===== src/rtl/alu_pkg.sv =====
// alu_pkg: shared FSM state encodings and default datapath width.
package alu_pkg;
    localparam int ALU_WIDTH = 8;
    typedef enum logic [1:0] {
        ST_IDLE = 2'd0,
        ST_RUN  = 2'd1,
        ST_DONE = 2'd2
    } state_t;
endpackage


===== src/rtl/full_subtractor.sv =====
// full_subtractor: one-bit x - y - bin built from two half-subtractors and an OR.
module full_subtractor (
    input  logic x,
    input  logic y,
    input  logic bin,
    output logic d,
    output logic bout
);
    logic d1, b1, b2;
    assign d1   = x ^ y;
    assign b1   = ~x & y;
    assign d    = d1 ^ bin;
    assign b2   = ~d1 & bin;
    assign bout = b1 | b2;
endmodule


===== src/rtl/serial_subtractor.sv =====
// serial_subtractor: bit-serial a - b - b_in, LSB first, one full-subtractor slice.
module serial_subtractor
    import alu_pkg::*;
#(
    parameter int WIDTH = ALU_WIDTH
) (
    input  logic             clk,
    input  logic             rst,
    input  logic             start,
    input  logic [WIDTH-1:0] a,
    input  logic [WIDTH-1:0] b,
    input  logic             b_in,
    output logic             busy,
    output logic             done,
    output logic [WIDTH-1:0] diff,
    output logic             b_out
);
    localparam int CW = $clog2(WIDTH);
    localparam logic [CW-1:0] LAST = CW'(WIDTH - 1);
    state_t state_q, state_d;
    logic [WIDTH-1:0] sa_q, sa_d, sb_q, sb_d, sd_q, sd_d, diff_q, diff_d;
    logic [CW-1:0] cnt_q, cnt_d;
    logic br_q, br_d, bout_q, bout_d;
    logic d, bo, last;
    full_subtractor u_fs (.x(sa_q[0]), .y(sb_q[0]), .bin(br_q), .d(d), .bout(bo));
    assign last = cnt_q == LAST;
    always_comb begin
        state_d = state_q;
        sa_d    = sa_q;
        sb_d    = sb_q;
        sd_d    = sd_q;
        br_d    = br_q;
        cnt_d   = cnt_q;
        diff_d  = diff_q;
        bout_d  = bout_q;
        case (state_q)
            ST_IDLE: if (start) begin
                sa_d    = a;
                sb_d    = b;
                br_d    = b_in;
                sd_d    = '0;
                cnt_d   = '0;
                state_d = ST_RUN;
            end
            ST_RUN: begin
                sa_d  = sa_q >> 1;
                sb_d  = sb_q >> 1;
                sd_d  = {d, sd_q[WIDTH-1:1]};
                br_d  = bo;
                // hold on the last bit so the counter never wraps
                cnt_d = last ? cnt_q : cnt_q + 1'b1;
                if (last) begin
                    diff_d  = {d, sd_q[WIDTH-1:1]};
                    bout_d  = bo;
                    state_d = ST_DONE;
                end
            end
            default: state_d = ST_IDLE;
        endcase
    end
    always_ff @(posedge clk) begin
        if (rst) begin
            state_q <= ST_IDLE;
            sa_q    <= '0;
            sb_q    <= '0;
            sd_q    <= '0;
            br_q    <= 1'b0;
            cnt_q   <= '0;
            diff_q  <= '0;
            bout_q  <= 1'b0;
        end else begin
            state_q <= state_d;
            sa_q    <= sa_d;
            sb_q    <= sb_d;
            sd_q    <= sd_d;
            br_q    <= br_d;
            cnt_q   <= cnt_d;
            diff_q  <= diff_d;
            bout_q  <= bout_d;
        end
    end
    assign busy  = state_q == ST_RUN;
    assign done  = state_q == ST_DONE;
    assign diff  = diff_q;
    assign b_out = bout_q;
endmodule


===== config.mk =====
export PLATFORM = sky130hd
export DESIGN_NAME = serial_subtractor
export DESIGN_NICKNAME = d
export VERILOG_FILES = /design/src/rtl/alu_pkg.sv /design/src/rtl/full_subtractor.sv /design/src/rtl/serial_subtractor.sv
export SDC_FILE = /design/constraint.sdc
export NUM_CORES = 1
export LEC_CHECK = 0
export BUFFER_PORTS_ARGS = -buffer_cell sky130_fd_sc_hd__buf_4
export CAP_MARGIN = 10
export CORE_ASPECT_RATIO = 0.5
export CORE_MARGIN = 2
export CORE_UTILIZATION = 30
export CTS_CLUSTER_SIZE = 10
export DETAILED_ROUTE_END_ITERATION = 16
export PLACE_DENSITY = 0.54
export SYNTH_ARGS = -nofsm -noshare
export SYNTH_HDL_FRONTEND = slang
export SYNTH_SLANG_ARGS = --single-unit

===== constraint.sdc =====
create_clock -name clk -period 1.6 [get_ports clk]
set_input_delay 0.16 -clock clk [delete_from_list [all_inputs] [get_ports clk]]
set_output_delay 0.16 -clock clk [all_outputs]
set_load 0.01 [all_outputs]

==> flow_summary.yaml <==
critical_path:
  cp-end-kind: "flop"
  timing.rr.start: "cnt_q[0]"
  cp-start-kind: "flop"
  critPathMaxFanout: 4
  r2r_slack_ns: 0.20
  r2r_end: "cnt_q[1]"
  critPathArrivalTime_ns: 1.57
  crit_required_ns: 1.77
  crit_type: "reg2reg"
  r2r_cells: 5
synthesis:
  yosys_register_bits: 38
  yosysTopAreaCell: "dfxtp_1"
  synthMuxAreaShare_pct: 8.996
  synth_warnings: 0
  yosysMostFrequentCell: "dfxtp_1"
  post-synth-top-area-fraction_pct: 45.58
  synthesis.nets: 191
  synth_compound_area_share_pct: 21.06
  netlist_top_cells_count: "dfxtp_1, nor2_1, a211oi_2, mux2i_1, nand2_1"
  synth_enable_flop_cells: 0
  synth-adder-area-share_pct: 2.699
  yosys.area_share.simple_pct: 15.67
  yosys-top-cells-area: "dfxtp_1, a211oi_2, mux2i_1"
  ys_async_sr_fraction_pct: 0
  synthFlopType: "dfxtp_1"
  synthCells: 168
  synth_top_family_by_area: "compound AO/OA/AOI/OAI gates"
  synth_cell_type_count: 26
  synth_area_per_cell_sq_um: 9.935
  synth_area_sq_um: 1669
  post_synth_xor_area_fraction_pct: 0
  ys_seq_area_share_pct: 45.58
clock_network:
  ctsLongestPathBuffers: 2
  htreeDepth: 2
  root_buffer: "clkbuf_8"
  cts_buffers: 5
  clock_latency_ns: 0.29
  path_clk_slew_ns: 0.07
  cts_tree: "yes"
  cts.sinks: 38
  cts_setup_buffers: 0
power:
  ir_drop_v: 0.0003775
  cellPowerDensity_nw_per_um2: 958.8
  power_mw: 1.975
  leakagePower_nw: 0.8014
place:
  dp_hpwl_mm: 2.098
  dp.cells: 263
  dp_slack_ns: 0.1807
  gp_congestion: 0.6496
  portBuffers: 30
  place_area_sq_um: 1963
job:
  cap_violations: 0
timing:
  fin_ws_ns: 0.1952
  period_needed_ns: 1.405
  rsz0062_at_grt: "no"
  whs_ns: 0.1070
  slew_headroom_pct: 67.02
  drv_slew: 0
  fmax_mhz: 711.8
  finalClockSkew_ns: 0.007157
  setup_viol: 0
  worst_pin_slew_ns: 0.4947
  hold_viol_final: 0
  tns_ns: 0
  timing.final.crit_share_pct: 87.80
grt:
  antenna_found_initial: 0
  grtUsageTotal_pct: 11.21
  grt_pass1_vias: 1224
  grt.overflow.total: 0
  grt_first_pass_wirelength_mm: 5.388
  grt_max_degree: 40
floorplan:
  start_util_pct: 30.79
  core_sq_um: 5420
  die_height_um: 56.75
  dieWidth_um: 109.5
  ios: 31
  row_count: 19
  dieArea_sq_um: 6213
finish:
  nNetsFinal: 220
  finalNonFillerCells: 271
  postLayoutCoreUtil_pct: 38.00
  area_delta_synth_final_pct: 23.39
  num_antenna_cells: 0
  design_area_sq_um: 2059
  drive_above_1_share_pct: 31.82
min_path:
  hp-start: "b[7]"
  min_to: "sb_q[7]"
  min_path_type: "in2reg"
  hold_depth: 3
drt:
  routed_via_density: 4.550
  routedWlPerCell_um: 11.08
  ant_nets: 0
  dr.first_iter.drc_count: 24
  wirelength_mm: 3.002
  dr.pass1.iters: 4
  drc: 0
  via_count: 1233
run_status:
  outcome: "completed"
-- report_power, final --
part / internal, mW / switching, mW / total (mW)
Sequential: 0.993 / 0.0289 / 1.02
Combinational: 0.138 / 0.142 / 0.280
Clock: 0.346 / 0.327 / 0.673
Total: 1.48 / 0.497 / 1.97
-- layout make-up --
cell class | instances | area, sq um
inverters | 4 | 15.01
clock buffers | 6 | 82.58
clock inverters | 2 | 12.51
multi-input cells | 113 | 808.3
fillers | 562 | 3361
well taps | 73 | 91.34
flip-flops and latches | 38 | 762.0
repair buffers | 35 | 287.8
-- metal layers --
layer / global-route usage [%] / up-vias / share of wire, %
met3: 3.833 / 5 / 4.3
met4: 4.882 / 0 / 1.3
met5: 0 / - / 0
met2: 17.11 / 15 / 46
met1: 14.34 / 570 / 49
li1: - / 643 / -
-- worst max-delay path: stages (launching register included) --
cell,delay [ns]
dfxtp_1,0.32
ha_1,0.19
ha_1,0.25
nand2b_1,0.16
a21oi_1,0.25
o21ai_1,0.12
-- flip-flops by register name, indices dropped and copies added (netlist names) --
name	count
sd_q	7
sb_q	8
cnt_q	3
state_q	2
sa_q	8
br_q	1
diff	8
b_out	1
-- cells in the final DEF, fill, tap and decap left out --
cell and n:
o21bai_4 1, a211oi_2 15, nor3b_1 1, clkbuf_8 6, inv_1 4, nand3_1 8, fa_1 1, nand3b_2 1
o21ba_2 1, mux2i_1 15, nor3_1 1, clkinvlp_4 1, dfxtp_1 37, ha_1 2, nand2b_1 4, buf_4 33
nor2b_1 3, o31ai_1 1, nand2_1 11, dfxtp_2 1, nor4b_2 1, a22oi_1 9, nor2_1 26, buf_12 2
a21oi_1 10, clkinv_2 1, o21ai_1 2
-- worst max-delay path by stage --
stage	from	endpoint
after floorplan	cnt_q[0]	diff[0]
final	cnt_q[0]	cnt_q[1]
after CTS	state_q[0]	busy
after global placement	cnt_q[0]	cnt_q[2]
after detailed placement	cnt_q[0]	cnt_q[1]
after global routing	cnt_q[0]	state_q[0]
-- kinds of logic (layout without fill, tap and decap cells) --
logic type	Yosys count	after routing
AO/OA/AOI/OAI	39	39
adder cells (fa/ha/maj)	3	3
buffers and inverters	17	47
flip-flops	38	38
multiplexers	15	15
AND/OR/NAND/NOR	56	56
-- timing repair --
action	CTS	global route
hold buffers	0	0
endpoints found under the hold margin	0	0
endpoints found under the setup margin	0	1
gates resized for setup	0	1
No activity file was read; power rests on OpenSTA's default activity.
